===== config.mk =====
export PLATFORM = sky130hd
export DESIGN_NAME = ps2_kbd_ctrl
export DESIGN_NICKNAME = d
export VERILOG_FILES = /design/src/rtl/kbd_pkg.sv /design/src/rtl/ps2_rx.sv /design/src/rtl/ps2_kbd_ctrl.sv
export SDC_FILE = /design/constraint.sdc
export NUM_CORES = 1
export LEC_CHECK = 0
export BUFFER_PORTS_ARGS = -buffer_cell sky130_fd_sc_hd__buf_2
export CAP_MARGIN = 5
export CORE_AREA = 2 2 136 138
export CTS_BUF_LIST = sky130_fd_sc_hd__clkbuf_16
export CTS_CLUSTER_SIZE = 14
export DETAILED_ROUTE_END_ITERATION = 8
export DIE_AREA = 0 0 138 140
export GPL_ROUTABILITY_DRIVEN = 0
export SLEW_MARGIN = 40
export SYNTH_ARGS = -nofsm -noshare
export SYNTH_HDL_FRONTEND = slang
export SYNTH_HIERARCHICAL = 1
export SYNTH_SLANG_ARGS = --single-unit

===== constraint.sdc =====
create_clock -name clk -period 3 [get_ports clk]
set_input_delay 0.45 -clock clk [delete_from_list [all_inputs] [get_ports clk]]
set_output_delay 0.45 -clock clk [all_outputs]
set_load 0.01 [all_outputs]

===== src/rtl/kbd_pkg.sv =====
// Scan-code constants, decoder states and the key-event record shared by the PS/2 keyboard path.
// The scan-code to ASCII table is compiled in only when KBD_ASCII_EN is defined.
package kbd_pkg;

   localparam logic [7:0] SC_EXT    = 8'hE0;
   localparam logic [7:0] SC_BRK    = 8'hF0;
   localparam logic [7:0] SC_LSHIFT = 8'h12;
   localparam logic [7:0] SC_RSHIFT = 8'h59;
   localparam logic [7:0] SC_CAPS   = 8'h58;

   // Keyboard status/ack replies that never represent a key when seen unprefixed
   localparam int N_DISCARD = 6;
   localparam logic [N_DISCARD-1:0][7:0] DISCARD_CODES =
      {8'h00, 8'hAA, 8'hEE, 8'hFA, 8'hFE, 8'hFF};

   typedef enum logic [1:0] {
      ST_IDLE,
      ST_EXT,
      ST_BRK,
      ST_EXT_BRK
   } dec_state_t;

   typedef struct packed {
      logic [7:0] code;
      logic       ext;
      logic       brk;
      logic       rep;
      logic [7:0] ascii;
   } evt_t;

   function automatic logic is_discard(input logic [7:0] b);
      logic hit;
      hit = 1'b0;
      for (int i = 0; i < N_DISCARD; i++) begin
         if (b == DISCARD_CODES[i]) hit = 1'b1;
      end
      return hit;
   endfunction

`ifdef KBD_ASCII_EN
   function automatic logic [7:0] scan_to_ascii(input logic [7:0] code, input logic upper);
      logic [7:0] ch;
      ch = 8'h00;
      case (code)
         8'h1C: ch = 8'h61;  8'h32: ch = 8'h62;  8'h21: ch = 8'h63;  8'h23: ch = 8'h64;
         8'h24: ch = 8'h65;  8'h2B: ch = 8'h66;  8'h34: ch = 8'h67;  8'h33: ch = 8'h68;
         8'h43: ch = 8'h69;  8'h3B: ch = 8'h6A;  8'h42: ch = 8'h6B;  8'h4B: ch = 8'h6C;
         8'h3A: ch = 8'h6D;  8'h31: ch = 8'h6E;  8'h44: ch = 8'h6F;  8'h4D: ch = 8'h70;
         8'h15: ch = 8'h71;  8'h2D: ch = 8'h72;  8'h1B: ch = 8'h73;  8'h2C: ch = 8'h74;
         8'h3C: ch = 8'h75;  8'h2A: ch = 8'h76;  8'h1D: ch = 8'h77;  8'h22: ch = 8'h78;
         8'h35: ch = 8'h79;  8'h1A: ch = 8'h7A;
         8'h16: ch = 8'h31;  8'h1E: ch = 8'h32;  8'h26: ch = 8'h33;  8'h25: ch = 8'h34;
         8'h2E: ch = 8'h35;  8'h36: ch = 8'h36;  8'h3D: ch = 8'h37;  8'h3E: ch = 8'h38;
         8'h46: ch = 8'h39;  8'h45: ch = 8'h30;
         8'h29: ch = 8'h20;  8'h5A: ch = 8'h0D;  8'h66: ch = 8'h08;
         default: ch = 8'h00;
      endcase
      // Only letters live at 0x61 and above, so this folds case for letters alone
      if (upper && ch >= 8'h61) ch = ch - 8'h20;
      return ch;
   endfunction
`endif

endpackage


===== src/rtl/ps2_rx.sv =====
// PS/2 frame receiver: synchronises the pins, shifts 11-bit frames on ps2_clk falling edges,
// strobes a checked byte (or a frame_err pulse) one cycle after the stop-bit edge is detected.
module ps2_rx #(
   parameter int SYNC_STAGES = 2,
   parameter int TIMEOUT_CYC = 50000
) (
   input  logic       clk,
   input  logic       reset,
   input  logic       ps2_clk,
   input  logic       ps2_data,
   output logic [7:0] rx_byte,
   output logic       byte_stb,
   output logic       frame_err
);

   localparam int TW = $clog2(TIMEOUT_CYC + 1);

   logic [SYNC_STAGES-1:0] clk_sync;
   logic [SYNC_STAGES-1:0] data_sync;
   logic                   clk_prev;
   logic [9:0]             shreg;
   logic [3:0]             bit_cnt;
   logic [TW-1:0]          idle_cnt;
   logic                   fall;
   logic [10:0]            frame;

   assign fall  = clk_prev & ~clk_sync[SYNC_STAGES-1];
   // frame[0] is the start bit, frame[10] the stop bit arriving on this edge
   assign frame = {data_sync[SYNC_STAGES-1], shreg};

   always_ff @(posedge clk) begin
      if (reset) begin
         clk_sync  <= '1;
         data_sync <= '1;
         clk_prev  <= 1'b1;
         shreg     <= '0;
         bit_cnt   <= '0;
         idle_cnt  <= '0;
         rx_byte   <= '0;
         byte_stb  <= 1'b0;
         frame_err <= 1'b0;
      end else begin
         clk_sync  <= {clk_sync[SYNC_STAGES-2:0], ps2_clk};
         data_sync <= {data_sync[SYNC_STAGES-2:0], ps2_data};
         clk_prev  <= clk_sync[SYNC_STAGES-1];
         byte_stb  <= 1'b0;
         frame_err <= 1'b0;
         if (fall) begin
            idle_cnt <= '0;
            if (bit_cnt == 4'd10) begin
               bit_cnt <= '0;
               if (!frame[0] && frame[10] && (^frame[9:1])) begin
                  rx_byte  <= frame[8:1];
                  byte_stb <= 1'b1;
               end else begin
                  frame_err <= 1'b1;
               end
            end else begin
               shreg   <= {data_sync[SYNC_STAGES-1], shreg[9:1]};
               bit_cnt <= bit_cnt + 4'd1;
            end
         end else if (bit_cnt != 4'd0) begin
            // A stalled partial frame is dropped silently so the next start bit realigns
            if (idle_cnt == TW'(TIMEOUT_CYC - 1)) begin
               bit_cnt  <= '0;
               idle_cnt <= '0;
            end else begin
               idle_cnt <= idle_cnt + 1'b1;
            end
         end
      end
   end

endmodule


===== src/rtl/ps2_kbd_ctrl.sv =====
// PS/2 keyboard controller: make/break/E0 decode, modifiers, repeats, event FIFO; evt_valid 3 cycles after stop edge.
// Holds head event stable under !evt_ready, drops and flags overflow when full; KBD_ASCII_EN adds ASCII translation.
module ps2_kbd_ctrl
   import kbd_pkg::*;
#(
   parameter int FIFO_DEPTH  = 8,
   parameter int CNT_W       = 8,
   parameter int SYNC_STAGES = 2,
   parameter int TIMEOUT_CYC = 50000
) (
   input  logic             clk,
   input  logic             reset,
   input  logic             ps2_clk,
   input  logic             ps2_data,
   output logic             evt_valid,
   input  logic             evt_ready,
   output logic [7:0]       evt_code,
   output logic             evt_ext,
   output logic             evt_break,
   output logic             evt_repeat,
   output logic [7:0]       evt_ascii,
   output logic             shift_state,
   output logic             caps_state,
   output logic [CNT_W-1:0] press_cnt,
   output logic             frame_err,
   output logic             overflow
);

   localparam int AW = $clog2(FIFO_DEPTH);

   logic [7:0] rx_byte;
   logic       byte_stb;

   ps2_rx #(
      .SYNC_STAGES(SYNC_STAGES),
      .TIMEOUT_CYC(TIMEOUT_CYC)
   ) u_rx (
      .clk      (clk),
      .reset    (reset),
      .ps2_clk  (ps2_clk),
      .ps2_data (ps2_data),
      .rx_byte  (rx_byte),
      .byte_stb (byte_stb),
      .frame_err(frame_err)
   );

   dec_state_t state;
   logic       fire, fire_ext, fire_brk, make, rep, is_pfx;
   logic       is_lsh, is_rsh, is_caps;
   logic       shift_l, shift_r;
   logic       last_vld, last_ext;
   logic [7:0] last_code;
   logic [7:0] ascii;
   logic       emit;
   evt_t       emit_evt;

   assign is_pfx = (rx_byte == SC_EXT) || (rx_byte == SC_BRK);

   always_comb begin
      fire     = 1'b0;
      fire_ext = 1'b0;
      fire_brk = 1'b0;
      if (byte_stb && !is_pfx) begin
         case (state)
            ST_IDLE: fire = !is_discard(rx_byte);
            ST_EXT: begin
               fire     = 1'b1;
               fire_ext = 1'b1;
            end
            ST_BRK: begin
               fire     = 1'b1;
               fire_brk = 1'b1;
            end
            default: begin
               fire     = 1'b1;
               fire_ext = 1'b1;
               fire_brk = 1'b1;
            end
         endcase
      end
   end

   assign make    = fire && !fire_brk;
   assign rep     = make && last_vld && (last_ext == fire_ext) && (last_code == rx_byte);
   assign is_lsh  = !fire_ext && (rx_byte == SC_LSHIFT);
   assign is_rsh  = !fire_ext && (rx_byte == SC_RSHIFT);
   assign is_caps = !fire_ext && (rx_byte == SC_CAPS);
   assign shift_state = shift_l | shift_r;

   // Translation sees the modifier state as it stood before this event's own update
`ifdef KBD_ASCII_EN
   assign ascii = (make && !fire_ext) ? scan_to_ascii(rx_byte, shift_state ^ caps_state) : 8'h00;
`else
   assign ascii = 8'h00;
`endif

   always_ff @(posedge clk) begin
      if (reset) begin
         state      <= ST_IDLE;
         emit       <= 1'b0;
         emit_evt   <= '0;
         shift_l    <= 1'b0;
         shift_r    <= 1'b0;
         caps_state <= 1'b0;
         press_cnt  <= '0;
         last_vld   <= 1'b0;
         last_ext   <= 1'b0;
         last_code  <= '0;
      end else begin
         emit <= fire;
         if (fire) begin
            emit_evt <= '{code: rx_byte, ext: fire_ext, brk: fire_brk, rep: rep, ascii: ascii};
         end
         if (byte_stb) begin
            case (state)
               ST_IDLE: begin
                  if (rx_byte == SC_EXT)      state <= ST_EXT;
                  else if (rx_byte == SC_BRK) state <= ST_BRK;
               end
               ST_EXT: begin
                  if (rx_byte == SC_BRK)      state <= ST_EXT_BRK;
                  else if (rx_byte != SC_EXT) state <= ST_IDLE;
               end
               default: begin
                  if (!is_pfx) state <= ST_IDLE;
               end
            endcase
         end
         if (make) begin
            if (!rep) begin
               press_cnt <= press_cnt + 1'b1;
               last_vld  <= 1'b1;
               last_ext  <= fire_ext;
               last_code <= rx_byte;
               if (is_caps) caps_state <= ~caps_state;
            end
            if (is_lsh) shift_l <= 1'b1;
            if (is_rsh) shift_r <= 1'b1;
         end
         if (fire && fire_brk) begin
            last_vld <= 1'b0;
            if (is_lsh) shift_l <= 1'b0;
            if (is_rsh) shift_r <= 1'b0;
         end
      end
   end

   evt_t          mem [FIFO_DEPTH];
   evt_t          head;
   logic [AW-1:0] rd_ptr, wr_ptr;
   logic [AW:0]   count;
   logic          full, pop, push_ok;

   assign evt_valid = (count != '0);
   assign full      = (count == (AW+1)'(FIFO_DEPTH));
   assign pop       = evt_valid && evt_ready;
   // A pop in the same cycle frees the slot, so a full FIFO still accepts that push
   assign push_ok   = emit && (!full || pop);

   always_ff @(posedge clk) begin
      if (push_ok) mem[wr_ptr] <= emit_evt;
   end

   always_ff @(posedge clk) begin
      if (reset) begin
         rd_ptr   <= '0;
         wr_ptr   <= '0;
         count    <= '0;
         overflow <= 1'b0;
      end else begin
         if (push_ok) wr_ptr <= wr_ptr + 1'b1;
         if (pop)     rd_ptr <= rd_ptr + 1'b1;
         if (emit && full && !pop) overflow <= 1'b1;
         count <= count + {{AW{1'b0}}, push_ok} - {{AW{1'b0}}, pop};
      end
   end

   assign head       = evt_valid ? mem[rd_ptr] : '0;
   assign evt_code   = head.code;
   assign evt_ext    = head.ext;
   assign evt_break  = head.brk;
   assign evt_repeat = head.rep;
   assign evt_ascii  = head.ascii;

endmodule


==> results.json, run 1 <==
{
  "drt_iter0_markers": 256,
  "cp-end-kind": "flop",
  "synth_cell_types": 65,
  "dpl_cell_area_sq_mm": 0.008297,
  "slew_viol_final": 0,
  "ys_ff_latch": 182,
  "crit_buf_inv": 4,
  "numCtsBuffers": 17,
  "grt_pass1_wl_microns": 25320,
  "fin_util": 0.4987,
  "crit_chain": "inv_1 -> ha_1 -> nand2b_1 -> a21boi_0 -> inv_1 -> ha_1 -> inv_1 -> ha_1 -> inv_1 -> fa_1 -> xor2_1 -> nor2_1",
  "worstHoldPathType": "input port to flop",
  "r2r_slack_ns": 0.41,
  "die_w_microns": 138,
  "grt_pass1_vias": 5046,
  "dp_hpwl_microns": 9954,
  "seq_area_frac_synth": 0.5706,
  "post-route-period-util": 0.8644,
  "core.rowCount": 49,
  "synth.cell_area_sq_mm": 0.007929,
  "overflow": 0,
  "maxCapViolations": 0,
  "cts_setup_buffers": 0,
  "cts_buffer_depth": 2,
  "die_y_microns": 140,
  "crit_fanout": 5,
  "cts_root_buffer": "clkbuf_16",
  "clkSinkCount": 182,
  "p_leak_nw": 2.943,
  "post_synth_and_or_nand_nor_area_fraction": 0.1588,
  "synth_edf_count": 88,
  "route.detailed.wl_per_inst_microns": 16.15,
  "wirelength_microns": 15170,
  "setup_tns_ns": 0,
  "num_vias": 5073,
  "ir_worst_vdd_v": 0.0004265,
  "path_delay_family": "adder cells",
  "io_buffers": 28,
  "rsz0062_at_grt": "false",
  "synthArstFlopShare": 0,
  "status": "finished, final reports clean",
  "areaGrowthSynthToFinish_pct": 11.82,
  "period_minus_slack_ns": 2.593,
  "startpoint": "count[2]",
  "hold_viol": 0,
  "synth_warnings": 6,
  "syn_inst": 673,
  "cp_num_cells": 12,
  "drt_pass1_iterations": 4,
  "skew_ns": 0.008767,
  "avgSynthCellArea_sq_um": 11.78,
  "final_common_cell": "dfxtp_1",
  "final_area_sq_mm": 0.008866,
  "max_slew.worst_pin.slew_ns": 0.7882,
  "synth_flop_cell": "dfxtp_1",
  "reg2regPathDepth": 12,
  "initial_utilization": 0.4460,
  "crit_type": "flop to flop",
  "crit_required_ns": 3.32,
  "critical_path_arrival_ns": 2.91,
  "worstSetupStartpointType": "flop",
  "cts_tree": "yes",
  "dieArea_sq_mm": 0.01932,
  "coreArea_sq_mm": 0.01778,
  "fillers": 1591,
  "drc_errors": 0,
  "p_total_w": 0.005715,
  "grt_max_degree": 41,
  "relSlewSlack": 0.4738,
  "final_cell_mix": "dfxtp_1 (94), edfxtp_1 (88), nand2_1 (53), a21oi_1 (53), nor2_1 (48)",
  "clock_latency_ns": 0.43,
  "synth_compound_area_frac": 0.07922,
  "drt-vias-per-instance": 5.403,
  "worstReg2RegStart": "count[2]",
  "io_pins": 37,
  "synth_area_leaders": "edfxtp_1 (33%), dfxtp_1 (24%), mux4_2 (6.2%), a21oi_1 (3.3%), mux2i_1 (2.7%)",
  "yosys.area.top_type": "edfxtp_1",
  "crit_end": "count[2]",
  "max_freq_mhz": 385.6,
  "layout-drive-gt1-share": 0.1761,
  "nets": 716,
  "grtUsageTotal": 0.1633,
  "synthAdderAreaFrac": 0.02304,
  "synth_mux_area_frac": 0.09468,
  "antenna_cells": 0,
  "clkTransAtPathRegs_ns": 0.07,
  "whs_path_depth": 2,
  "synth_top_area_frac": 0.3333,
  "synth_xor_xnor_area_share": 0.03787,
  "crit_top_cell": "inv_1",
  "antenna_found_initial": 0,
  "cts_resized": 0,
  "ant_nets": 0,
  "hold-worst-slack_ns": 0.2063,
  "synth_top_family_by_area": "simple AND/OR/NAND/NOR gates",
  "max_stage_delay_ns": 0.47,
  "holdBufCountCts": 0,
  "cpMaxStageDelayCell": "a21boi_0",
  "r2r_end": "count[2]",
  "pwr_density_cell_mw_per_mm2": 644.6,
  "h-tree-depth": 4,
  "setup_viol": 0
}
==> kinds of logic after synthesis <==
kind of cell / Yosys count
mux: 46
compound gates: 107
xor+xnor: 31
fa+ha+maj: 14
other cells: 1
buf+inv: 61
flops: 182
simple gates: 231
==> report_power, final <==
group / switching (W) / internal (W)
Combinational: 0.000489 / 0.000452
Clock: 0.00101 / 0.00110
Sequential: 0.0000373 / 0.00263
Total: 0.00154 / 0.00418
==> cells in the mapped netlist (all sizes together), types with 2 or more instances <==
cell / number
nor4bb: 3
xnor2: 21
a21o: 2
mux4: 22
nor4: 5
nand4: 8
xor2: 8
o211ai: 3
edfxtp: 88
o41ai: 2
or4b: 3
o21ai: 28
buf: 22
dfxtp: 94
or4: 11
nand2: 53
mux2i: 22
inv: 15
clkbuf: 24
nor2b: 5
a2111oi: 2
nor3: 10
or3b: 10
nand3: 22
a21boi: 3
nor2: 49
or2b: 4
o31ai: 6
ha: 13
or3: 8
nand2b: 19
a31oi: 2
a21oi: 53
or2: 7
mux2: 2
nand3b: 3
nor3b: 4
nor4b: 3
==> state kept, by name, indices dropped and copies added (netlist names), 2 cells and up, named ones only <==
signal          count
count               4
emit_evt           11
last_code           8
mem                88
press_cnt           8
rd_ptr              3
state               2
u_rx/bit_cnt        4
u_rx/clk_sync       2
u_rx/data_sync      2
u_rx/idle_cnt      16
u_rx/rx_byte        8
u_rx/shreg         10
wr_ptr              3
==> routing by layer <==
metal,part of all wire,vias to the layer above,track usage
met5,0,-,0
met4,0.013,0,0.04887
met3,0.036,16,0.04274
met2,0.51,77,0.2811
met1,0.45,2495,0.2034
li1,-,2485,-
==> layout make-up <==
cell class	count	area, sq um	share of cell area
Tap cell	229	286.5	0.03232
Clock inverter	15	137.6	0.01552
Clock buffer	17	425.4	0.04798
Inverter	15	56.30	0.006351
Timing Repair Buffer	44	272.8	0.03076
Sequential cell	182	4524	0.5103
Multi-Input combinational cell	437	3163	0.3568
==> through the flow <==
step | setup slack [ns] | std cells
floorplan | 0.5857 | 680
global placement | 0.5273 | 907
detailed placement | 0.3896 | 907
CTS | 0.3705 | 939
global route | 0.1634 | 939
finish | 0.4069 | 939
==> worst reg2reg max path: stages (launching register included) <==
cell and delay (ns):
dfxtp_1 0.31, inv_1 0.07, ha_1 0.20, nand2b_1 0.13, a21boi_0 0.47, inv_1 0.16, ha_1 0.30, inv_1 0.06
ha_1 0.15, inv_1 0.05, fa_1 0.37, xor2_1 0.15, nor2_1 0.05
==> how the worst min path moves through the flow <==
stage	to	slack [ns]	from
after floorplan	u_rx/clk_sync[1]	0.39	u_rx/clk_sync[0]
after global placement	u_rx/clk_sync[1]	0.40	u_rx/clk_sync[0]
after detailed placement	u_rx/clk_sync[1]	0.40	u_rx/clk_sync[0]
after CTS	u_rx/clk_sync[0]	0.19	ps2_clk
after global routing	u_rx/clk_sync[0]	0.19	ps2_clk
final	u_rx/data_sync[0]	0.21	ps2_data
No activity file was read; power rests on OpenSTA's default activity.
==> inputs of run 2 (changes only) <==
==> constraint.sdc (replaced) <==
create_clock -name clk -period 3 [get_ports clk]
set_input_delay 0.6 -clock clk [delete_from_list [all_inputs] [get_ports clk]]
set_output_delay 0.6 -clock clk [all_outputs]
set_load 0.01 [all_outputs]
==> run 2 against run 1 <==
Final cell count is 0.11% lower; worst hold slack gained 0.15 ns; maximum frequency down 4.0%; sequential power about the same; global-route usage increased by 0.16 points; combinational power is 0.5% lower; register-to-register slack is essentially flat.
==> results.json, run 2 (synthesis gave the netlist of run 1 again) <==
{
  "cts_root_buffer": "clkbuf_16",
  "rsz0062_at_grt": "false",
  "ant_nets": 0,
  "grt_max_degree": 35,
  "largest_reg_flops": 88,
  "drt_pass1_iterations": 4,
  "cp-end-kind": "output pin",
  "core.rowCount": 49,
  "crit_chain": "buf_4 -> mux4_2 -> mux2i_1 -> nor2_1 -> buf_2",
  "grtUsageTotal": 0.1649,
  "largest_registers": "mem x88, u_rx/idle_cnt x16, emit_evt x11",
  "clkSinkCount": 182,
  "die_y_microns": 140,
  "grt_pass1_wl_microns": 25540,
  "antenna_cells": 0,
  "clkTransAtPathRegs_ns": 0.06,
  "worstReg2RegStart": "u_rx/rx_byte[0]",
  "overflow": 0,
  "h-tree-depth": 4,
  "antenna_found_initial": 0,
  "dp_hpwl_microns": 9843,
  "worstSetupStartpointType": "flop",
  "drt-vias-per-instance": 5.489,
  "drc_errors": 0,
  "final_common_cell": "dfxtp_1",
  "max_freq_mhz": 370.3,
  "hold-worst-slack_ns": 0.3540,
  "crit_type": "flop to output pin",
  "layout-drive-gt1-share": 0.1749,
  "max_stage_delay_ns": 0.55,
  "slew_viol_final": 0,
  "reg2regPathDepth": 5,
  "layout_setup_ws_ns": 0.2996,
  "clock_latency_ns": 0.43,
  "pwr_density_cell_mw_per_mm2": 647.7,
  "critical_path_arrival_ns": 2.10,
  "numCtsBuffers": 17,
  "cts_buffer_depth": 2,
  "p_total_w": 0.005735,
  "post-route-period-util": 0.9001,
  "cpMaxStageDelayCell": "mux4_2",
  "whs_path_depth": 2,
  "final_cell_mix": "dfxtp_1 (94), edfxtp_1 (88), nand2_1 (53), a21oi_1 (53), nor2_1 (48)",
  "min_from": "ps2_data",
  "cts_tree": "yes",
  "p_leak_nw": 2.942,
  "relSlewSlack": 0.4779,
  "coreArea_sq_mm": 0.01778,
  "drt_iter0_markers": 294,
  "max_slew.worst_pin.slew_ns": 0.7821,
  "num_vias": 5149,
  "ir_worst_vdd_v": 0.0004075,
  "dpl_cell_area_sq_mm": 0.008292,
  "r2r_slack_ns": 0.40,
  "setup_tns_ns": 0,
  "maxCapViolations": 0,
  "post-place-ws_ns": 0.4448,
  "die_w_microns": 138,
  "crit_required_ns": 2.40,
  "io_buffers": 28,
  "wirelength_microns": 15180,
  "r2r_end": "press_cnt[5]",
  "skew_ns": 0.006873,
  "worstHoldPathType": "input port to flop",
  "hold_viol": 0,
  "period_minus_slack_ns": 2.700,
  "areaGrowthSynthToFinish_pct": 11.68,
  "setup_viol": 0,
  "holdBufCountCts": 0,
  "crit_fanout": 22,
  "initial_utilization": 0.4460,
  "top_register": "mem",
  "cts_resized": 0,
  "nets": 717,
  "hold_path_end": "u_rx/data_sync[0]",
  "dieArea_sq_mm": 0.01932,
  "cts_setup_buffers": 0,
  "status": "finished, final reports clean",
  "final_area_sq_mm": 0.008855,
  "grt_pass1_vias": 5047,
  "io_pins": 37,
  "route.detailed.wl_per_inst_microns": 16.18
}
run 2: changes by cell type in the layout (fill, tap and decap cells not counted), sizes merged:
| cell | change |
|---|---|
| clkinvlp | +1 |
| inv | -4 |
| buf | +1 |
| clkinv | -1 |
| bufinv | +2 |
run 2: worst max path at each step:
stage               startpoint      endpoint  slack (ns)  cells after the start
2_1_floorplan         count[2]     mem[0][0]        0.59                      6
5_1_grt                   flop     evt_break        0.12                      5
4_1_cts                   flop     evt_break        0.23                      5
3_5_place_dp   u_rx/rx_byte[0]  press_cnt[5]        0.44                      5
6_report                  flop     evt_break        0.30                      5
3_3_place_gp   u_rx/rx_byte[4]    caps_state        0.63                      5
run 2: metal layers:
metal / track usage / share of wire / up-vias
met1: 0.2091 / 0.46 / 2570
met2: 0.2775 / 0.49 / 70
met3: 0.03316 / 0.026 / 25
met5: 0 / 0 / -
li1: - / - / 2484
met4: 0.06928 / 0.021 / 0
run 2: through the flow:
step / cells / utilization
floorplan: 680 / -
global placement: 908 / 0.4664
detailed placement: 908 / 0.4664
CTS: 938 / 0.4977
global route: 938 / 0.4980
finish: 938 / 0.4980
run 2: power breakdown:
group | total, W | internal, W | switching (W)
clock network | 0.00213 | 0.00121 | 0.000919
registers | 0.00267 | 0.00263 | 0.0000371
logic | 0.000936 | 0.000449 | 0.000487
total | 0.00574 | 0.00429 | 0.00144
run 2: worst max-delay path: cells and delay by family, from the launching register on:
| family | cells | cell delay (ns) |
|---|---|---|
| buffers and inverters | 2 | 0.53 |
| DFF | 1 | 0.31 |
| muxes | 2 | 0.77 |
| and+or+nand+nor | 1 | 0.06 |
run 2: final cells by class:
type                       count  area, sq um
fill                        1572         8925
tap                          229        286.5
multi-input combinational    437         3163
clock inverter                13        131.4
timing repair buffer          45        267.8
sequential                   182         4524
inverter                      15        56.30
clock buffer                  17        425.4
==> inputs of run 3 (changes only) <==
==> constraint.sdc (replaced) <==
create_clock -name clk -period 2.41 [get_ports clk]
set_input_delay 0.482 -clock clk [delete_from_list [all_inputs] [get_ports clk]]
set_output_delay 0.482 -clock clk [all_outputs]
set_load 0.01 [all_outputs]
==> run 3 against run 2 <==
Final cell count increased by 2.7%; global-route usage decreased by 0.075 points; sequential power is 26% higher; critical path depth did not move; clock power increased by 37%; flip-flop and latch count unchanged; worst hold slack lost 0.12 ns; design area up 4.0%; largest power group unchanged.
==> results.json, run 3 (synthesis gave the netlist of run 1 again) <==
{
  "cts_buffer_depth": 2,
  "num_vias": 5175,
  "io_buffers": 28,
  "skew_ns": 0.008479,
  "critical_path_arrival_ns": 1.91,
  "grtUsageTotal": 0.1642,
  "power_switching_w": 0.001961,
  "dp_hpwl_microns": 10080,
  "overflow": 0,
  "crit_required_ns": 1.93,
  "worstSetupStartpointType": "flop",
  "cts_root_buffer": "clkbuf_16",
  "grt_pass1_wl_microns": 25540,
  "p_leak_nw": 3.128,
  "dpl_cell_area_sq_mm": 0.008496,
  "route.detailed.wl_per_inst_microns": 16.14,
  "drt_pass1_iterations": 5,
  "worstHoldPathType": "input port to flop",
  "maxCapViolations": 0,
  "numCtsBuffers": 17,
  "areaGrowthSynthToFinish_pct": 16.14,
  "p_comb_frac": 0.174,
  "setup_viol": 0,
  "status": "finished, final reports clean",
  "ant_nets": 0,
  "clkSinkCount": 182,
  "die_w_microns": 138,
  "rsz0062_at_grt": "true",
  "post-route-period-util": 0.9910,
  "drt_iter0_markers": 327,
  "dieArea_sq_mm": 0.01932,
  "final_area_sq_mm": 0.009209,
  "r2r_slack_ns": 0.12,
  "clkTransAtPathRegs_ns": 0.07,
  "max_slew.worst_pin.slew_ns": 0.6130,
  "clkPwrFrac": 0.383,
  "cp-end-kind": "output pin",
  "drc_errors": 0,
  "cts_setup_buffers": 0,
  "antenna_found_initial": 0,
  "h-tree-depth": 4,
  "hold_viol": 0,
  "top_register": "mem",
  "core.rowCount": 49,
  "layout-drive-gt1-share": 0.2193,
  "final_cell_mix": "dfxtp_1 (92), edfxtp_1 (88), a21oi_1 (53)",
  "pwr_density_cell_mw_per_mm2": 823.9,
  "grt_max_degree": 79,
  "period_minus_slack_ns": 2.388,
  "relSlewSlack": 0.5913,
  "nets": 740,
  "clock_latency_ns": 0.43,
  "final_common_cell": "dfxtp_1",
  "max_freq_mhz": 418.7,
  "largest_registers": "mem x88, u_rx/idle_cnt x16, emit_evt x11",
  "hold-worst-slack_ns": 0.2313,
  "cts_tree": "yes",
  "die_y_microns": 140,
  "grt_pass1_vias": 5103,
  "initial_utilization": 0.4460,
  "slew_viol_final": 0,
  "p_int_w": 0.005626,
  "largest_reg_flops": 88,
  "io_pins": 37,
  "antenna_cells": 0,
  "crit_type": "flop to output pin",
  "p_sw_frac": 0.2585,
  "coreArea_sq_mm": 0.01778,
  "drt-vias-per-instance": 5.374,
  "crit_fanout": 6,
  "power_frac_seq": 0.443,
  "wirelength_microns": 15540,
  "ir_worst_vdd_v": 0.0004999
}
## run 3: changes by cell type in the layout (fill, tap and decap cells not counted), sizes merged
cell,previous run,this run
clkinv,3,4
clkbuf,17,18
bufinv,2,3
buf,45,67
clkinvlp,4,2
inv,19,21
## run 3: power groups by stage
stage | Sequential (W) | Clock [W] | Combinational, W
global placement | 0.00339 | 0 | 0.00119
detailed placement | 0.00339 | 0 | 0.00124
global route | 0.00337 | 0.00310 | 0.00146
floorplan | 0.00339 | 0 | 0.000860
finish | 0.00336 | 0.00291 | 0.00132
CTS | 0.00334 | 0.00296 | 0.00129
## run 3: through the flow
step / total power [W] / TNS [ns] / utilization / worst slack, ns / cells
final: 0.007587 / 0 / 0.5179 / 0.02164 / 963
after global routing: 0.007926 / -0.2438 / 0.5179 / -0.05179 / 963
after CTS: 0.007591 / -0.004283 / 0.5147 / -0.004283 / 962
after detailed placement: 0.004627 / -0.01759 / 0.4778 / -0.01759 / 929
after global placement: 0.004581 / 0 / 0.4776 / 0.1313 / 929
after floorplan: 0.004246 / 0 / - / 0.01554 / 680
## run 3: metal layers
metal | vias to the layer above | global-route usage | wire length, microns
met5 | - | 0 | 0
met4 | 0 | 0.05424 | 195
met3 | 15 | 0.03590 | 436
met2 | 73 | 0.2934 | 7990
met1 | 2546 | 0.1977 | 6917
li1 | 2541 | - | -
## run 3: cell type report
type                            count  area (sq um)
Multi-Input combinational cell    437          3202
Tap cell                          229         286.5
Inverter                           15         56.30
Sequential cell                   182          4529
Timing Repair Buffer               68         515.5
Fill cell                        1534          8571
Clock buffer                       17         425.4
Clock inverter                     15         193.9
## run 3: path summary, 6_finish.rpt
check / startpoint / end / cells past startpoint
worst max-delay path: flop / evt_break / 5
worst min-delay path: ps2_data / u_rx/data_sync[0] / 2
worst max register to register: count[2] / count[2] / 13
worst min register to register: u_rx/data_sync[0] / u_rx/data_sync[1] / 1
## run 3: critical path, stage by stage (launching register included)
cell and delay [ns]:
dfxtp_4 0.42, buf_12 0.15, mux4_2 0.50, mux2i_1 0.19
nor2_1 0.08, buf_2 0.14
## run 3: timing repair
item	CTS	global route
hold buffers	0	0
hold endpoints to repair	0	0
endpoints found under the setup margin	6	10
cloned	1	1
resized for setup	4	11
pin swaps	0	4
